<file path="src/rtl/center_pkg.sv">
// center_pkg: shared types, controller states and a width helper for center_seq_ctrl
package center_pkg;
  localparam int SAMPLE_W = 32;
  localparam int ACC_W_MAX = 64;
  typedef logic signed [SAMPLE_W-1:0] sample_t;
  typedef logic signed [ACC_W_MAX-1:0] acc_t;
  typedef enum logic [1:0] {IDLE, LOAD, MEAN, EMIT} ctrl_state_t;
  function automatic int clog2_min1(input int n);
    return (n < 2) ? 1 : $clog2(n);
  endfunction
endpackage

</file>
<file path="src/rtl/row_mean_unit.sv">
// row_mean_unit: per-row signed accumulators and constant-divisor mean registers
//   i_clear            zero all row sums
//   i_acc_en/row/data  add one sample into sum[row]
//   i_div_en/i_div_row latch mean[row] = sum[row] / SIZE_B (truncating toward zero)
//   o_mean             registered row means
module row_mean_unit
  import center_pkg::*;
#(
  parameter int SIZE_A = 8,
  parameter int SIZE_B = 8,
  parameter int DW = 32,
  parameter int R_W = clog2_min1(SIZE_A),
  parameter int ACC_W = DW + $clog2(SIZE_B) + 1
) (
  input  logic                 clk,
  input  logic                 rst_n,
  input  logic                 i_clear,
  input  logic                 i_acc_en,
  input  logic [R_W-1:0]       i_acc_row,
  input  logic signed [DW-1:0] i_acc_data,
  input  logic                 i_div_en,
  input  logic [R_W-1:0]       i_div_row,
  output logic signed [DW-1:0] o_mean [SIZE_A]
);
  localparam logic signed [ACC_W-1:0] DIVISOR = ACC_W'(SIZE_B);
  logic signed [ACC_W-1:0] r_sum [SIZE_A];
  logic signed [DW-1:0] r_mean [SIZE_A];
  logic signed [ACC_W-1:0] w_quot;
  assign w_quot = r_sum[i_div_row] / DIVISOR;
  assign o_mean = r_mean;
  always_ff @(posedge clk or negedge rst_n) begin
    if (!rst_n) begin
      for (int i = 0; i < SIZE_A; i++) begin
        r_sum[i] <= '0;
        r_mean[i] <= '0;
      end
    end else begin
      if (i_clear) begin
        for (int i = 0; i < SIZE_A; i++) r_sum[i] <= '0;
      end else if (i_acc_en) begin
        r_sum[i_acc_row] <= r_sum[i_acc_row] + ACC_W'(i_acc_data);
      end
      if (i_div_en) r_mean[i_div_row] <= w_quot[DW-1:0];
    end
  end
endmodule

</file>
<file path="src/rtl/center_seq_ctrl.sv">
// center_seq_ctrl: buffers a SIZE_A x SIZE_B matrix, then streams each element minus its row mean
//   start                      begin a matrix (IDLE only)
//   in_valid/in_ready/in_data  row-major input stream, accepted in LOAD
//   out_valid/out_ready        centered output stream with row/col tags
//   busy                       not IDLE; done pulses after the last output handshake
module center_seq_ctrl
  import center_pkg::*;
#(
  parameter int SIZE_A = 8,
  parameter int SIZE_B = 8,
  parameter int DW = 32,
  localparam int R_W = clog2_min1(SIZE_A),
  localparam int C_W = clog2_min1(SIZE_B)
) (
  input  logic                 clk,
  input  logic                 rst_n,
  input  logic                 start,
  input  logic                 in_valid,
  output logic                 in_ready,
  input  logic signed [DW-1:0] in_data,
  output logic                 out_valid,
  input  logic                 out_ready,
  output logic signed [DW-1:0] out_data,
  output logic [R_W-1:0]       out_row,
  output logic [C_W-1:0]       out_col,
  output logic                 busy,
  output logic                 done
);
  localparam int ACC_W = DW + $clog2(SIZE_B) + 1;
  localparam logic [R_W-1:0] LAST_R = R_W'(SIZE_A - 1);
  localparam logic [C_W-1:0] LAST_C = C_W'(SIZE_B - 1);
  ctrl_state_t r_state;
  logic [R_W-1:0] r_row;
  logic [C_W-1:0] r_col;
  logic r_emit_all;
  logic r_out_valid;
  logic r_done;
  logic signed [DW-1:0] r_out_data;
  logic [R_W-1:0] r_out_row;
  logic [C_W-1:0] r_out_col;
  logic signed [DW-1:0] r_buf [SIZE_A][SIZE_B];
  logic signed [DW-1:0] w_mean [SIZE_A];
  logic w_in_hs, w_last_r, w_last_c, w_fire, w_load;
  assign w_in_hs = in_valid && r_state == LOAD;
  assign w_last_r = r_row == LAST_R;
  assign w_last_c = r_col == LAST_C;
  assign w_fire = r_out_valid && out_ready;
  // the output register refills whenever it is empty or being drained this cycle
  assign w_load = r_state == EMIT && !r_emit_all && (!r_out_valid || out_ready);
  row_mean_unit #(
    .SIZE_A(SIZE_A), .SIZE_B(SIZE_B), .DW(DW), .R_W(R_W), .ACC_W(ACC_W)
  ) u_mean (
    .clk(clk),
    .rst_n(rst_n),
    .i_clear(r_state == IDLE && start),
    .i_acc_en(w_in_hs),
    .i_acc_row(r_row),
    .i_acc_data(in_data),
    .i_div_en(r_state == MEAN),
    .i_div_row(r_row),
    .o_mean(w_mean)
  );
  always_ff @(posedge clk) begin
    if (w_in_hs) r_buf[r_row][r_col] <= in_data;
  end
  always_ff @(posedge clk or negedge rst_n) begin
    if (!rst_n) begin
      r_state <= IDLE;
      r_row <= '0;
      r_col <= '0;
      r_emit_all <= 1'b0;
      r_out_valid <= 1'b0;
      r_out_data <= '0;
      r_out_row <= '0;
      r_out_col <= '0;
      r_done <= 1'b0;
    end else begin
      r_done <= 1'b0;
      case (r_state)
        IDLE: if (start) begin
          r_state <= LOAD;
          r_row <= '0;
          r_col <= '0;
        end
        LOAD: if (in_valid) begin
          r_col <= w_last_c ? '0 : r_col + C_W'(1);
          if (w_last_c) begin
            r_row <= w_last_r ? '0 : r_row + R_W'(1);
            if (w_last_r) r_state <= MEAN;
          end
        end
        MEAN: begin
          r_row <= w_last_r ? '0 : r_row + R_W'(1);
          if (w_last_r) begin
            r_state <= EMIT;
            r_emit_all <= 1'b0;
          end
        end
        EMIT: begin
          if (w_load) begin
            r_out_valid <= 1'b1;
            r_out_data <= r_buf[r_row][r_col] - w_mean[r_row];
            r_out_row <= r_row;
            r_out_col <= r_col;
            r_col <= w_last_c ? '0 : r_col + C_W'(1);
            if (w_last_c) r_row <= w_last_r ? '0 : r_row + R_W'(1);
            if (w_last_c && w_last_r) r_emit_all <= 1'b1;
          end else if (w_fire) begin
            r_out_valid <= 1'b0;
          end
          if (w_fire && r_emit_all) begin
            r_state <= IDLE;
            r_done <= 1'b1;
          end
        end
        default: r_state <= IDLE;
      endcase
    end
  end
  assign in_ready = r_state == LOAD;
  assign busy = r_state != IDLE;
  assign out_valid = r_out_valid;
  assign out_data = r_out_data;
  assign out_row = r_out_row;
  assign out_col = r_out_col;
  assign done = r_done;
endmodule

</file>
<file path="config.mk">
export PLATFORM = sky130hd
export DESIGN_NAME = center_seq_ctrl
export DESIGN_NICKNAME = d
export VERILOG_FILES = /design/src/rtl/center_pkg.sv /design/src/rtl/row_mean_unit.sv /design/src/rtl/center_seq_ctrl.sv
export SDC_FILE = /design/constraint.sdc
export NUM_CORES = 2
export LEC_CHECK = 0
export ABC_AREA = 0
export ABC_CLOCK_PERIOD_IN_PS = 5300
export CORE_MARGIN = 1
export CORE_UTILIZATION = 50
export CTS_CLUSTER_SIZE = 12
export DETAILED_ROUTE_END_ITERATION = 10
export PLACE_DENSITY = 0.69
export SYNTH_ARGS = -nofsm -noshare
export SYNTH_HDL_FRONTEND = slang
export SYNTH_SLANG_ARGS = --single-unit
</file>
<file path="constraint.sdc">
create_clock -name clk -period 5.3 [get_ports clk]
set_clock_uncertainty 0.15 [all_clocks]
set_input_delay 1.06 -clock clk [delete_from_list [all_inputs] [get_ports clk]]
set_output_delay 1.06 -clock clk [all_outputs]
set_load 0.02 [all_outputs]
</file>
* Yosys cells after proc, flatten, opt, wreduce, memory -nomap -nowiden
Memories as Yosys holds them, arrays and structs flattened. Cells that the tools add are included.
Operators by class: $add $sub $neg 5, magnitude comparators 4, equality and inequality tests 13, mux-type cells 46, bitwise operators 3, reductions and logical operators 25
Operator list (count):
- $mux W288 | 2
- $bwmux W288 | 1
- $bwmux W256 | 1
- $mux W256 | 1
- $bmux W32 S3 | 2
- $demux W32 S3 | 2
- $mux W32 | 6
- $bmux W36 S3 | 1
- $demux W36 S3 | 1
- $mux W36 | 3
- $add A36 B32 Y36 | 1
- $add A32 B1 Y32 | 1
- $sub A32 B32 Y32 | 1
- $mux W3 | 8
- $mux W2 | 6
- $pmux W3 S4 | 1
- $logic_and A1 B1 Y1 | 9
- $pmux W3 S3 | 1
- $ge A4 B4 Y1 const B | 2
- $lt A4 B1 Y1 const B | 2
- $mux W1 | 8
- $ne A2 B1 Y1 const B | 4
- $ne A2 B2 Y1 const B | 4
- $not A3 Y4 | 2
- 17 further kinds | 26
Storage, ports and cells: register bits 593, RAM bits 2048, input port bits 37, output and inout bits 42, memories 1
Memory list:
- r_buf | depth 8, bits a word 256, read ports 1, clocked after memory_dff 0, wr ports 1, line center_seq_ctrl.sv:41 | logic signed [DW-1:0] r_buf [SIZE_A][SIZE_B];

* Longest topological paths before layout
depth in word-level cells 8, depth in mapped cells 24, gate-level depth less buffers 17

* Cells and area by module
Synthesis repeated with hierarchy kept, for this count alone.
Unflattened totals: cells, all modules 6880, area total of the unflattened synthesis 104077.3 sq um
Modules (own cells, without submodules):
- center_seq_ctrl | times used 1, cells an instance 4454, area an instance 78386.4 sq um
- row_mean_unit | times used 1, cells an instance 2426, area an instance 25690.9 sq um

* Worst setup path after synthesis
No wires, ideal clock.
path type flip-flop to flip-flop, from register r_row[0], to register u_mean.r_sum[30] (netlist name), arrival time 4.930 ns, slack 0.126 ns, stages on the path, launching flop included 23, clock period less this slack 5.174 ns, path through dfrtp_1 buf_6 buf_12 buf_8 buf_4 and3b_1 buf_2 buf_2 buf_2 buf_1 a22oi_1 nand4_1 ha_1 fa_1 a211oi_1 o211ai_1 a21oi_1 a2111oi_0 o41a_1 a21boi_1 clkbuf_1 nor2_1 a211oi_1
Between the ends: cells in the longest elaborated chain, start to end 8
RTL lines:
- from (decl) | line center_seq_ctrl.sv:33 | logic [R_W-1:0] r_row;
- from (signal assigned) | line center_seq_ctrl.sv:88 | r_row <= w_last_r ? '0 : r_row + R_W'(1);
- from (signal assigned) | line center_seq_ctrl.sv:93 | r_row <= w_last_r ? '0 : r_row + R_W'(1);
- from (signal assigned) | line center_seq_ctrl.sv:106 | if (w_last_c) r_row <= w_last_r ? '0 : r_row + R_W'(1);
- $not A3 Y4 (not written as such) * | line row_mean_unit.sv:41 | r_sum[i_acc_row] <= r_sum[i_acc_row] + ACC_W'(i_acc_data);
- $bmux W36 S3, or another cell as far along | line row_mean_unit.sv:41
- $mux W36 (not written as such) or $logic_and A1 B1 Y1 (tied branches) | line row_mean_unit.sv:41
- $mux W36 (not written as such) | line row_mean_unit.sv:41
- $add A36 B32 Y36 or $demux W36 S3 (tied branches) | line row_mean_unit.sv:41
- $bwmux W288 * | line row_mean_unit.sv:41
- $mux W288 * | line row_mean_unit.sv:40 | end else if (i_acc_en) begin
- $mux W288 * | line row_mean_unit.sv:38 | if (i_clear) begin
- to (signal, indexed assignment) | line row_mean_unit.sv:41
- to (decl) | line row_mean_unit.sv:26 | logic signed [ACC_W-1:0] r_sum [SIZE_A];
Mark *: on every way between the ends. The rest lies on a longest branch, timed or not. The select of a mux whose other input is x is not followed. A chain may end at the register's enable or synchronous reset.

* Worst setup path after layout
from register r_row[0], to register r_out_data[31] (netlist: out_data[31])
Between the ends: cells in the longest elaborated chain, start to end 5
RTL lines:
- $mem_v2 Z8 W256 or $not A3 Y4 (tied branches)
- $bmux W32 S3 | line center_seq_ctrl.sv:102 | r_out_data <= r_buf[r_row][r_col] - w_mean[r_row];
- $mux W32 (not written as such) (2 in a row) | line center_seq_ctrl.sv:102
- $sub A32 B32 Y32 * | line center_seq_ctrl.sv:102
- to (signal assigned) | line center_seq_ctrl.sv:102
- to (decl) | line center_seq_ctrl.sv:38 | logic signed [DW-1:0] r_out_data;
Marks and branches as above.

==> results.txt <==
Via count: 71200
TritonRoute pass-1 iters: 9
Critical path cell sequence: and3b_4 -> buf_12 -> buf_6 -> a22oi_1 -> nand3_2 -> a21oi_2 -> buf_6 -> nand4_1 -> buf_4 -> ha_1 -> a211oi_2 -> nor2_1 -> nor2_2 -> a211oi_4 -> o211ai_1 -> a21oi_2 -> or4_1 -> nand3_1
Period utilisation layout: 0.988
Flop pwr share: 0.371
Crit-path max cell delay: 530 ps
Fin. Hold Viols: 0
CP endpoint kind: register
Port buffer count: 78
R2R Path Start: r_row[0]$_DFFE_PN0P_
Leakage power: 41.3 nW
WS Path Type: register to register
Post-synthesis net count: 7321
Post-place setup slack: -351 ps
Fmax: 191 MHz
Critical path launch point type: register
Crit Path Max Fanout: 55
NetSw: 24.3 mW
DRT iter0 DRCs: 11800
Die width: 459 microns
Row count: 167
Worst Path Arrival: 5900 ps
Min-delay worst type: input pin to asynchronous set/reset pin
GR Overflow Total: 0
DRC violations left: 0
Worst Path Required: 5960 ps
CP max-delay cell: dfrtp_4
Cell count after synthesis: 7205
CTS max path bufs: 4
Clock transition at path regs: 60 ps
Die Y-Extent: 459 microns
Synth Flop Type: edfxtp_1
Clock power frac: 0.265
Clk Latency, worst-skew pair: 960 ps
Switch share: 0.361
Gr usage total: 0.318
Placed cells: 10100
Max-Cap Viols: 0
Worst Reg2Reg Path Length in Cells: 18
Worst reg-to-reg setup slack: 60 ps
Avg WL per Cell: 32.4 microns
TritonCTS Buffers: 286
Setup-failing EPs final: 0
Root Buffer: clkbuf_16
Vias per cell: 6.76
Synth async-reset ratio: 0.225
Initial Utilization: 0.504
Hold-fix buffers, CTS: 0
Flops & latches, synth: 2641
Layout area overhead: 15.5%
TritonCTS clock tree: built
Slew of the pin with the lowest slew margin: 1180 ps
Internal: 43.1 mW
Layout cells sized above 1: 0.151
Post-synth cell types: 93
Post-Layout Cell Count: 10500
Vias in the first global route: 67300
Routability Congestion: 0.927
Combinational share of power: 0.364
First-pass GRT wire length: 483000 microns
Post-synth EDFFs: 2048
Power Total: 67.5 mW
Fin nets: 7733
Peak supply drop: 450 uV
Sequential share of the synthesized area: 0.731
Min Clock Period, post-route: 5240 ps
Pwr/cell area: 559 mW/mm^2
Worst rel slew slack: 0.210
Routed WL: 341000 microns
Initial antenna violation count: 23
Synth warnings: 0
Core Area: 0.207 sq mm
IO Pins: 79
Final setup margin: 61.3 ps
Largest net degree at the start of global routing: 111
Cell area after synthesis: 0.104 sq mm
Routed Antenna Nets: 0
Reg2reg end: out_data[31]$_DFFE_PN0P_
Syn_area_per_cell: 14.5 sq um
Area of the die: 0.211 sq mm
DP HPWL: 202000 microns
Max Slew Vio Count: 0
Status: complete, no violations
Sink Count: 2641
H-Tree Depth: 5
-- worst max path at each step --
stage	from	to	cells after the start
final	r_row[0]$_DFFE_PN0P_	out_data[31]$_DFFE_PN0P_	18
after global routing	r_row[2]$_DFFE_PN0P_	out_data[31]$_DFFE_PN0P_	18
after floorplan	r_row[0]$_DFFE_PN0P_	u_mean.r_sum[30]$_DFFE_PN0P_	22
after CTS	r_row[0]$_DFFE_PN0P_	out_data[27]$_DFFE_PN0P_	18
after detailed placement	r_row[0]$_DFFE_PN0P_	out_data[20]$_DFFE_PN0P_	18
after global placement	r_row[0]$_DFFE_PN0P_	out_data[20]$_DFFE_PN0P_	18
-- layer usage --
layer / GRT usage / up-vias / routed length, microns
li1: - / 29200 / -
met1: 0.444 / 35700 / 126000
met2: 0.468 / 5441 / 149000
met3: 0.0737 / 857 / 44800
met4: 0.165 / 16 / 20600
met5: 0 / - / 114
-- power groups by stage --
stage                     logic (mW)  clock network, mW  registers (mW)
after floorplan                 12.4                  0            25.2
after global placement          23.1                  0            25.3
after detailed placement        23.4                  0            25.4
after CTS                       23.6               17.9            25.0
after global routing            25.8               18.7            25.1
final                           24.6               17.9            25.0
-- worst max-delay path: cells and delay by family (launching register included) --
kind | cells | cell delay (ps)
flip-flops | 1 | 530
AND/OR/NAND/NOR | 7 | 1860
AO/OA/AOI/OAI | 6 | 1160
adder cells (fa/ha/maj) | 1 | 320
buffers and inverters | 4 | 980
-- Yosys cell counts (22+ instances only) --
library cell	count	area share
a21o_1	29	0.0021
buf_1	80	0.0029
inv_1	39	0.0014
o21ai_1	27	0.0013
and4_1	32	0.0027
a211oi_1	66	0.0047
and2_1	22	0.0013
xor2_1	26	0.0022
nand2_1	635	0.023
a31oi_1	152	0.0091
a41oi_1	27	0.0023
and3_1	27	0.0016
mux2_2	30	0.0032
dfrtp_1	593	0.14
xnor2_1	37	0.0031
a221oi_1	175	0.015
nand3_1	153	0.0073
mux4_2	36	0.0078
nand4_1	101	0.0060
o21ai_0	377	0.018
buf_2	133	0.0064
nor2_1	328	0.012
nor3_1	46	0.0022
ha_1	77	0.0092
mux2i_1	22	0.0021
a22oi_1	845	0.061
a21oi_1	324	0.016
clkbuf_1	286	0.010
a22o_1	176	0.015
edfxtp_1	2048	0.59
-- area by class of cell --
type	instances	area (sq um)
clock inverter	42	324
antenna	8	20.0
timing repair buffer	642	6170
sequential	2641	76300
clock buffer	369	7660
fill	15600	86600
tap	2788	3490
inverter	43	161
multi-input combinational	4003	26500
-- through the flow --
step	area (sq um)	hold slack (ps)	TNS (ps)	utilization
detailed placement	112000	320	-3960	0.542
global placement	112000	311	-3800	0.542
finish	121000	18.4	0	0.582
global route	121000	79.8	-10.5	0.582
floorplan	104000	300	0	-
CTS	120000	27.6	0	0.581
-- state kept, by name, indices dropped and copies added, names as in the netlist, 2 cells and up --
register and cells:
r_state 2, r_row 3, out_data 32, r_col 3, u_mean.o_mean 256, out_row 3
out_col 3, u_mean.r_sum 288, r_buf 2048
-- placed cells by master (no fill, tap or decap), types with 36 or more instances in the layout --
master	synthesis	final
a21oi_1	324	315
a22o_1	176	176
ha_1	77	77
nand4_1	101	101
a22oi_1	845	845
inv_1	39	39
nor3_1	46	44
a31oi_1	152	148
clkdlybuf4s50_1	0	45
a221oi_1	175	172
xnor2_1	37	36
dfrtp_1	593	590
nand3_1	153	149
clkbuf_1	286	69
nor2_4	0	64
nand2_1	635	617
mux4_2	36	36
nor2_1	328	262
clkbuf_16	0	291
buf_12	2	104
edfxtp_1	2048	2048
o21ai_0	377	376
a211oi_1	66	64
buf_4	7	457
-- timing repair --
item | CTS | global route
pin swaps | 2 | 9
endpoints found under the setup margin | 19 | 19
setup buffers | 0 | 13
hold endpoints to repair | 0 | 0
resized for setup | 7 | 38
-- logic make-up after synthesis --
kind of cell | after synthesis | share of synthesized area
muxes | 90 | 0.0133
DFF | 2641 | 0.731
buffers and inverters | 561 | 0.0231
AOI/OAI and AO/OA | 2311 | 0.152
xor gates and xnor gates | 72 | 0.00668
and+or+nand+nor | 1451 | 0.0640
adders and majority gates | 79 | 0.00961
(Power assumes the default switching activity.)
